<file path="config.mk">
export PLATFORM = sky130hd
export DESIGN_NAME = i2c_target_regfile
export DESIGN_NICKNAME = d
export VERILOG_FILES = /design/src/rtl/i2c_target_regfile.sv
export SDC_FILE = /design/constraint.sdc
export NUM_CORES = 1
export LEC_CHECK = 0
export ABC_AREA = 1
export CAP_MARGIN = 20
export CELL_PAD_IN_SITES_DETAIL_PLACEMENT = 0
export CELL_PAD_IN_SITES_GLOBAL_PLACEMENT = 1
export CORE_MARGIN = 2
export CORE_UTILIZATION = 25
export DETAILED_ROUTE_END_ITERATION = 10
export PLACE_DENSITY_LB_ADDON = 0.1
export SYNTH_ARGS = -nofsm -noshare
export SYNTH_HDL_FRONTEND = slang
export SYNTH_SLANG_ARGS = --single-unit
</file>
<file path="constraint.sdc">
create_clock -name clk -period 11.65 [get_ports clk]
set_clock_uncertainty 0.1 [all_clocks]
set_input_delay 3.495 -clock clk [delete_from_list [all_inputs] [get_ports clk]]
set_output_delay 3.495 -clock clk [all_outputs]
set_load 0.02 [all_outputs]
</file>
<file path="src/rtl/i2c_target_regfile.sv">
`default_nettype none
// ============================================================================
// Module   : i2c_target_regfile
// Purpose  : Clocked I2C target with an internal byte register file.
//            Oversamples SCL/SDA, detects START/STOP, matches a 7-bit
//            address and supports pointer-based multi-byte write and read
//            with auto-increment.
// Ports    : clk, reset (async, active-high)
//            scl_in, sda_in - asynchronous bus levels
//            sda_oe         - 1 pulls SDA low (open-drain)
//            rd_addr/rd_data - local combinational read port
//            wr_strobe/wr_addr/wr_data - one-clk notice of a bus write
//            busy           - address-matched transfer in progress
// Revision : 1.0 - initial release
// ============================================================================
module i2c_target_regfile #(
    parameter logic [6:0] SLAVE_ADDR = 7'h55,
    parameter int         DEPTH      = 16,
    parameter int         PTR_W      = 4
) (
    input  logic             clk,
    input  logic             reset,
    input  logic             scl_in,
    input  logic             sda_in,
    output logic             sda_oe,
    input  logic [PTR_W-1:0] rd_addr,
    output logic [7:0]       rd_data,
    output logic             wr_strobe,
    output logic [PTR_W-1:0] wr_addr,
    output logic [7:0]       wr_data,
    output logic             busy
);

    typedef enum logic [3:0] {
        ST_IDLE      = 4'd0,
        ST_ADDR      = 4'd1,
        ST_ADDR_ACK  = 4'd2,
        ST_PTR       = 4'd3,
        ST_PTR_ACK   = 4'd4,
        ST_WDATA     = 4'd5,
        ST_WDATA_ACK = 4'd6,
        ST_RDATA     = 4'd7,
        ST_RDATA_ACK = 4'd8
    } state_t;

    localparam logic [3:0]       c_BITS_DONE = 4'd8;
    localparam logic [3:0]       c_LAST_BIT  = 4'd7;
    localparam logic [PTR_W-1:0] c_PTR_ONE   = {{(PTR_W-1){1'b0}}, 1'b1};

    // ------------------------------------------------------------------
    // Input conditioning: 2-flop synchronizers plus previous value.
    // Reset to 1 so an idle bus produces no spurious edges.
    // ------------------------------------------------------------------
    logic [1:0] scl_sync_q;
    logic [1:0] sda_sync_q;
    logic       scl_prev_q;
    logic       sda_prev_q;

    always_ff @(posedge clk or posedge reset) begin
        if (reset) begin
            scl_sync_q <= 2'b11;
            sda_sync_q <= 2'b11;
            scl_prev_q <= 1'b1;
            sda_prev_q <= 1'b1;
        end else begin
            scl_sync_q <= {scl_sync_q[0], scl_in};
            sda_sync_q <= {sda_sync_q[0], sda_in};
            scl_prev_q <= scl_sync_q[1];
            sda_prev_q <= sda_sync_q[1];
        end
    end

    logic w_scl;
    logic w_sda;
    logic w_rise;
    logic w_fall;
    logic w_start;
    logic w_stop;

    assign w_scl   = scl_sync_q[1];
    assign w_sda   = sda_sync_q[1];
    assign w_rise  = w_scl & ~scl_prev_q;
    assign w_fall  = ~w_scl & scl_prev_q;
    // SDA moving while SCL is held high marks a bus condition.
    assign w_start = w_scl & scl_prev_q & sda_prev_q & ~w_sda;
    assign w_stop  = w_scl & scl_prev_q & ~sda_prev_q & w_sda;

    // ------------------------------------------------------------------
    // State and datapath registers
    // ------------------------------------------------------------------
    state_t           state_q, state_d;
    logic [3:0]       cnt_q, cnt_d;
    logic [6:0]       shift_q, shift_d;
    logic [7:0]       tx_q, tx_d;
    logic             rw_q, rw_d;
    logic [PTR_W-1:0] ptr_q, ptr_d;
    logic             sda_oe_q, sda_oe_d;
    logic             busy_q, busy_d;
    logic             wr_strobe_q, wr_strobe_d;
    logic [PTR_W-1:0] wr_addr_q, wr_addr_d;
    logic [7:0]       wr_data_q, wr_data_d;
    logic [7:0]       regs_q [DEPTH];
    logic [7:0]       regs_d [DEPTH];

    logic [7:0] w_rx_byte;
    logic [7:0] w_load;
    logic       w_rx_bit;
    logic       w_rx_last;
    logic       w_ack_slot;

    // Byte as it stands once the bit on the current rising edge is included.
    assign w_rx_byte  = {shift_q, w_sda};
    assign w_load     = regs_q[ptr_q];
    assign w_rx_bit   = w_rise && (cnt_q != c_BITS_DONE);
    assign w_rx_last  = w_rise && (cnt_q == c_LAST_BIT);
    // All 8 bits received: the following fall opens the ACK slot.
    assign w_ack_slot = w_fall && (cnt_q == c_BITS_DONE);

    always_comb begin
        state_d     = state_q;
        cnt_d       = cnt_q;
        shift_d     = shift_q;
        tx_d        = tx_q;
        rw_d        = rw_q;
        ptr_d       = ptr_q;
        sda_oe_d    = sda_oe_q;
        busy_d      = busy_q;
        wr_strobe_d = 1'b0;
        wr_addr_d   = wr_addr_q;
        wr_data_d   = wr_data_q;
        regs_d      = regs_q;

        if (w_stop) begin
            state_d  = ST_IDLE;
            cnt_d    = 4'd0;
            sda_oe_d = 1'b0;
            busy_d   = 1'b0;
        end else if (w_start) begin
            state_d = ST_ADDR;
            cnt_d   = 4'd0;
        end else begin
            // Shared receive shifter for address, pointer and write data.
            if ((state_q == ST_ADDR || state_q == ST_PTR || state_q == ST_WDATA) && w_rx_bit) begin
                shift_d = w_rx_byte[6:0];
                cnt_d   = cnt_q + 4'd1;
            end

            case (state_q)
                ST_IDLE: begin
                    sda_oe_d = 1'b0;
                end
                ST_ADDR: begin
                    if (w_rx_last) begin
                        if (w_rx_byte[7:1] == SLAVE_ADDR) begin
                            busy_d = 1'b1;
                            rw_d   = w_rx_byte[0];
                        end else begin
                            state_d = ST_IDLE;
                            cnt_d   = 4'd0;
                            busy_d  = 1'b0;
                        end
                    end else if (w_ack_slot) begin
                        sda_oe_d = 1'b1;
                        state_d  = ST_ADDR_ACK;
                    end
                end
                ST_ADDR_ACK: begin
                    if (w_fall) begin
                        if (!rw_q) begin
                            sda_oe_d = 1'b0;
                            cnt_d    = 4'd0;
                            state_d  = ST_PTR;
                        end else begin
                            // First read bit goes out on the ACK-ending fall.
                            sda_oe_d = ~w_load[7];
                            tx_d     = {w_load[6:0], 1'b0};
                            cnt_d    = 4'd1;
                            state_d  = ST_RDATA;
                        end
                    end
                end
                ST_PTR: begin
                    if (w_rx_last) begin
                        ptr_d = w_rx_byte[PTR_W-1:0];
                    end else if (w_ack_slot) begin
                        sda_oe_d = 1'b1;
                        state_d  = ST_PTR_ACK;
                    end
                end
                ST_PTR_ACK: begin
                    if (w_fall) begin
                        sda_oe_d = 1'b0;
                        cnt_d    = 4'd0;
                        state_d  = ST_WDATA;
                    end
                end
                ST_WDATA: begin
                    if (w_rx_last) begin
                        regs_d[ptr_q] = w_rx_byte;
                        wr_strobe_d   = 1'b1;
                        wr_addr_d     = ptr_q;
                        wr_data_d     = w_rx_byte;
                        ptr_d         = ptr_q + c_PTR_ONE;
                    end else if (w_ack_slot) begin
                        sda_oe_d = 1'b1;
                        state_d  = ST_WDATA_ACK;
                    end
                end
                ST_WDATA_ACK: begin
                    if (w_fall) begin
                        sda_oe_d = 1'b0;
                        cnt_d    = 4'd0;
                        state_d  = ST_WDATA;
                    end
                end
                ST_RDATA: begin
                    // cnt counts bits already placed on the bus.
                    if (w_fall) begin
                        if (cnt_q != c_BITS_DONE) begin
                            sda_oe_d = ~tx_q[7];
                            tx_d     = {tx_q[6:0], 1'b0};
                            cnt_d    = cnt_q + 4'd1;
                        end else begin
                            sda_oe_d = 1'b0;
                            ptr_d    = ptr_q + c_PTR_ONE;
                            cnt_d    = 4'd0;
                            state_d  = ST_RDATA_ACK;
                        end
                    end
                end
                ST_RDATA_ACK: begin
                    // cnt=1 records that the master ACKed on this slot.
                    if (w_rise) begin
                        if (w_sda) begin
                            state_d  = ST_IDLE;
                            sda_oe_d = 1'b0;
                            busy_d   = 1'b0;
                        end else begin
                            cnt_d = 4'd1;
                        end
                    end else if (w_fall && (cnt_q == 4'd1)) begin
                        sda_oe_d = ~w_load[7];
                        tx_d     = {w_load[6:0], 1'b0};
                        cnt_d    = 4'd1;
                        state_d  = ST_RDATA;
                    end
                end
                default: begin
                    state_d  = ST_IDLE;
                    sda_oe_d = 1'b0;
                    busy_d   = 1'b0;
                end
            endcase
        end
    end

    always_ff @(posedge clk or posedge reset) begin
        if (reset) begin
            state_q     <= ST_IDLE;
            cnt_q       <= 4'd0;
            shift_q     <= 7'd0;
            tx_q        <= 8'd0;
            rw_q        <= 1'b0;
            ptr_q       <= '0;
            sda_oe_q    <= 1'b0;
            busy_q      <= 1'b0;
            wr_strobe_q <= 1'b0;
            wr_addr_q   <= '0;
            wr_data_q   <= 8'd0;
            for (int i = 0; i < DEPTH; i++) begin
                regs_q[i] <= 8'd0;
            end
        end else begin
            state_q     <= state_d;
            cnt_q       <= cnt_d;
            shift_q     <= shift_d;
            tx_q        <= tx_d;
            rw_q        <= rw_d;
            ptr_q       <= ptr_d;
            sda_oe_q    <= sda_oe_d;
            busy_q      <= busy_d;
            wr_strobe_q <= wr_strobe_d;
            wr_addr_q   <= wr_addr_d;
            wr_data_q   <= wr_data_d;
            regs_q      <= regs_d;
        end
    end

    assign sda_oe    = sda_oe_q;
    assign busy      = busy_q;
    assign wr_strobe = wr_strobe_q;
    assign wr_addr   = wr_addr_q;
    assign wr_data   = wr_data_q;
    // Reads the register array directly, so a same-cycle bus write shows
    // up one clk later.
    assign rd_data   = regs_q[rd_addr];

endmodule
`default_nettype wire

</file>
Yosys cells after proc, flatten, opt, wreduce, memory -nomap -nowiden
Index checks and enable logic that the tools add are counted.

word-level totals
  flip-flop bits (word level) = 177
  input bits = 8
  word-level logic and storage cells = 198
  output and inout bits = 23

operators by class
  eq/ne operators = 47
  multiplexer cells = 76
  $add $sub $neg = 2
  bitwise logic cells = 17
  $lt $le $gt $ge = 3
  reductions and logical operators = 22

operator list
  kind                                                                   count
  128-bit bitwise mux                                                    1
  4-bit 2-to-1 mux                                                       32
  8-bit 2-to-1 mux                                                       11
  8-bit binary-select mux with 4-bit select                              2
  4-bit != test, second input constant                                   10
  8-bit demux with 4-bit select                                          1
  4-bit one-hot mux with 8 select lines                                  1
  8-bit one-hot mux with 3 select lines                                  1
  1-bit 2-to-1 mux                                                       22
  3-bit != test, second input constant                                   7
  4-bit by 3-bit equality test with 1-bit output, second input constant  5
  5-bit != test, second input constant                                   4
  4-bit one-hot mux with 5 select lines                                  1
  2-bit != test, second input constant                                   9
  13-bit AND reduction                                                   1
  4-bit one-hot mux with 3 select lines                                  1
  5-bit >= comparator, second input constant                             2
  4-bit NOT with 5-bit output                                            2
  5-bit AND reduction                                                    2
  9-bit AND reduction                                                    1
  4-bit by 1-bit adder with 4-bit output, second input constant          2
  4-bit by 1-bit equality test with 1-bit output, second input constant  2
  4-bit by 2-bit equality test with 1-bit output, second input constant  2
  4-bit equality test, second input constant                             2
  21 further kinds                                                       43

Depth between registers and ports, before layout
  depth after elaboration = 10
  depth in mapped cells = 13
  gate-level depth less buffers = 13

Least setup slack after synthesis
No wires, ideal clock.

  path kind = input to output
  start point = input port rd_addr[0]
  end point = output port rd_data[3]
  path buffers = 3
  data required time = 8.055 ns
  setup slack = 3.371 ns
  arrival time = 4.684 ns
  cell stages on the path = 8
  cell sequence = clkbuf_1 -> buf_2 -> clkbuf_1 -> a21oi_1 -> o21ai_0 -> nand3_1 -> o211ai_1 -> nand2_1

between the ends
  cells in the longest elaborated chain, start to end = 4

ends and longest elaborated chain
  item                                                 line  text
  start: declaration                                   26    input logic [PTR_W-1:0] rd_addr,
  4-bit NOT with 5-bit output (implied by the code)    296   assign rd_data = regs_q[rd_addr];
  8-bit binary-select mux with 4-bit select            296
  8-bit 2-to-1 mux (implied by the code) (2 in a row)  296
  end: declaration                                     27    output logic [7:0] rd_data,

Every way passes these cells. The select of a mux whose other input is x is not followed.

Worst setup path after layout
Same ends and word-level chain as after synthesis.

==> metrics.md <==
| Metric | Value |
|---|---|
| Status | finished clean |
| Syn avg cell area | between 7 and 8 µm² |
| Slew Limit Fails | 0 |
| Mux contribution to synthesized area | 0.02261 |
| Arr. time, crit path | 5.92 ns |
| Post-cts sizing count | 0 |
| Final HPWL DP | ~23 mm |
| Final setup violation count | 0 |
| Hold Path Class | reg -> reg |
| RSZ-0062 raised after global routing | false |
| Power Dens Cells | about 180 nW/µm² |
| Post-synth design cell area | 9738 µm² |
| Worst-path clk slew | ~0.07 ns |
| Height of the die | 201.4 µm |
| R2R setup slack | around 8.5 ns |
| Synth Register Bits | between 150 and 200 |
| Final ANT Viol Nets | 0 |
| Crit. End Element | output port |
| Synth Area in XOR/XNOR | 0.002698 |
| Hold Slack | between 0.2 and 0.3 ns |
| IO Pins | 31 |
| IO buf count | 30 |
| R2R Path End | regs_q[40] |
| Tmin final | 9.510 ns |
| Initial antenna violation count | 0 |
| Ys async rst share | 1.000 |
| Max Cap Viol | 0 |
| Kind of critical path | in -> out |
| DR vias | 8586 |
| Post-CTS Setup Inserts | 0 |
| NumNets Final | 1269 |
| WL/cell | 19.96 µm |
| Hold path depth | 0 |
| Final hold viol count | 0 |
| Diode count | 0 |
| First-pass GRT wire length | 55.24 mm |
| Leak pwr | approximately 4.7 nW |
| Crit share post-route | 0.8163 |
| Core box area | 38560 µm² |
| Max_slew headroom | 0.3507 |
| Fmax | roughly 110 MHz |
| Number of global-route vias before repair | 8296 |
| Worst skew pair latency | between 0.4 and 0.5 ns |
| Setup WS pre-CTS | 2.237 ns |
| DRT iter0 DRCs | between 700 and 800 |
| Die Wd | between 200 and 250 µm |
| Share of layout cells above drive strength 1 | 0.05998 |
| R2r startpoint | scl_sync_q[1] |
| Total grt overflow | 0 |
| Post-Syn Nets | 1291 |
| CTS tree | built |
| CTS H-tree depth | 4 |
| GPL Wtd Cong | between 0.7 and 0.8 |
| Global Route Usage Sum | 0.1815 |
| CTS Buf Count | 17 |
| Compound-Gate Fraction of Synth Area | 0.2175 |
| Number of remaining DRC errors | 0 |
| Combinational family with the most area after synthesis | simple AND/OR/NAND/NOR gates |
| Largest net degree at the start of global routing | 120 |
| Area delta synth->final | 12.68% |
| Vias per inst | roughly 4.8 |
| Post-Synth Adder-Cell Area | 0.008994 |
| Root Driver | clkbuf_16 |
| Hold_buf cts | 0 |
| Overall routed net length | 35.62 mm |
| Post-synth EDFFs | 0 |
| Worst-Margin Slew | between 0.9 and 1 ns |
| Register area share after synthesis | 0.4530 |
| Crit-path max FO | between 40 and 50 |
| Max IR drop VDD | ~0.000099 V |
| Startpoint Class | input pin |
| Row cnt | between 70 and 80 |
| First drt pass iteration count | 5 |
| Post-Synthesis Cells | ~1300 |
| Synth cell types | 35 |
| Initial Utilization | 0.2526 |
| Worst hold start | sda_sync_q[0] |
| Clock sinks | 176 |
| Setup tns final | 0 ns |
| Prevailing post-synth register cell | dfrtp_1 |
| Final WS setup | about 2.1 ns |
| Hold path endpoint | sda_sync_q[1] |
| Req. time, crit path | 8.06 ns |
| Yosys warns | 0 |
| Die area | 40550 µm² |
| CTS max path bufs | 2 |
| Post-Synth Simple-Gate Area | 0.2186 |
| Cell count of the worst reg-to-reg path | 6 |
power by group:
group | internal [W] | switching [W] | total (W)
clock network | 0.000320 | 0.000279 | 0.000599
registers | 0.000649 | 0.0000464 | 0.000695
logic | 0.000182 | 0.000506 | 0.000687
total | 0.00115 | 0.000832 | 0.00198
registers in the layout, summed over array words and instances, names as in the netlist:
register / count
busy: 1
wr_strobe: 1
sda_prev_q: 1
wr_addr: 4
tx_q: 7
sda_oe: 1
shift_q: 7
scl_sync_q: 2
cnt_q: 4
state_q: 4
rw_q: 1
ptr_q: 4
regs_q: 128
wr_data: 8
sda_sync_q: 2
scl_prev_q: 1
kinds of logic (layout without fill, tap and decap cells):
| family | after synthesis | in the layout |
|---|---|---|
| and+or+nand+nor | 494 | 494 |
| AOI/OAI and AO/OA | 397 | 397 |
| buffers and inverters | 177 | 168 |
| DFF | 176 | 176 |
| muxes | 22 | 22 |
| adders and majority gates | 7 | 7 |
| xor gates and xnor gates | 3 | 3 |
critical path, cell delays in order:
cell and delay [ns]:
buf_4 0.43, buf_4 0.48, mux2i_1 0.22, o21ai_0 0.09, o211ai_1 0.43, nand2_1 0.16, clkdlybuf4s50_1 0.57
layout by cell type (no fill, tap or decap), types with 7 or more instances in the layout:
master           count
a21oi_1             79
buf_4               12
clkbuf_16           17
clkdlybuf4s50_1     28
dfrtp_1            168
ha_1                 7
inv_1               92
mux2i_1             22
nand2_1            318
nand3_1             57
nand3_4              9
nand4_1             11
nor2_1              79
nor3_1               8
o211ai_1            40
o21ai_0            231
o21ai_1             39
how the worst max path moves through the flow:
stage	depth (start not counted)	to	startpoint	slack, ns
global placement	6	rd_data[1]	rd_addr[1]	2.25
finish	7	rd_data[3]	rd_addr[0]	2.14
global route	8	rd_data[3]	rd_addr[0]	2.08
detailed placement	7	rd_data[3]	rd_addr[0]	2.24
CTS	7	rd_data[3]	rd_addr[0]	2.23
floorplan	1	busy	reset	3.29
stage by stage:
stage          total power (W)    util  cells  instance area [µm²]
2_1_floorplan         0.001151       -   1276                 9738
4_1_cts               0.002015  0.2844   1784                10970
5_1_grt               0.002125  0.2846   1785                10970
3_5_place_dp          0.001406  0.2692   1752                10380
6_report              0.001982  0.2846   1785                10970
3_3_place_gp          0.001404  0.2692   1752                10380
Yosys cell counts, drive strengths merged, types with 11 or more instances:
cell type  number  area share
nand4          11      0.0071
o211ai         42       0.033
mux2i          22       0.023
nand3          68       0.048
nand2         320        0.12
inv            95       0.037
o21ai         270        0.14
nor2           84       0.034
buf            31       0.020
a21oi          79       0.041
dfrtp         170        0.44
clkbuf         51       0.020
layer usage:
layer,track usage,part of all wire
met1,0.2743,0.52
met2,0.2692,0.43
met3,0.03094,0.039
met4,0.03887,0.011
met5,0,0
final cells by class:
type                    instances  area [µm²]
clock buffers                  18       429.2
repair buffers                 41       375.4
well taps                     518       648.1
inverters                      95       364.1
clock inverters                14       156.4
multi-input cells             923        4583
fillers                      4276       27580
flip-flops and latches        176        4417
Power figures use the tool's default switching activity.
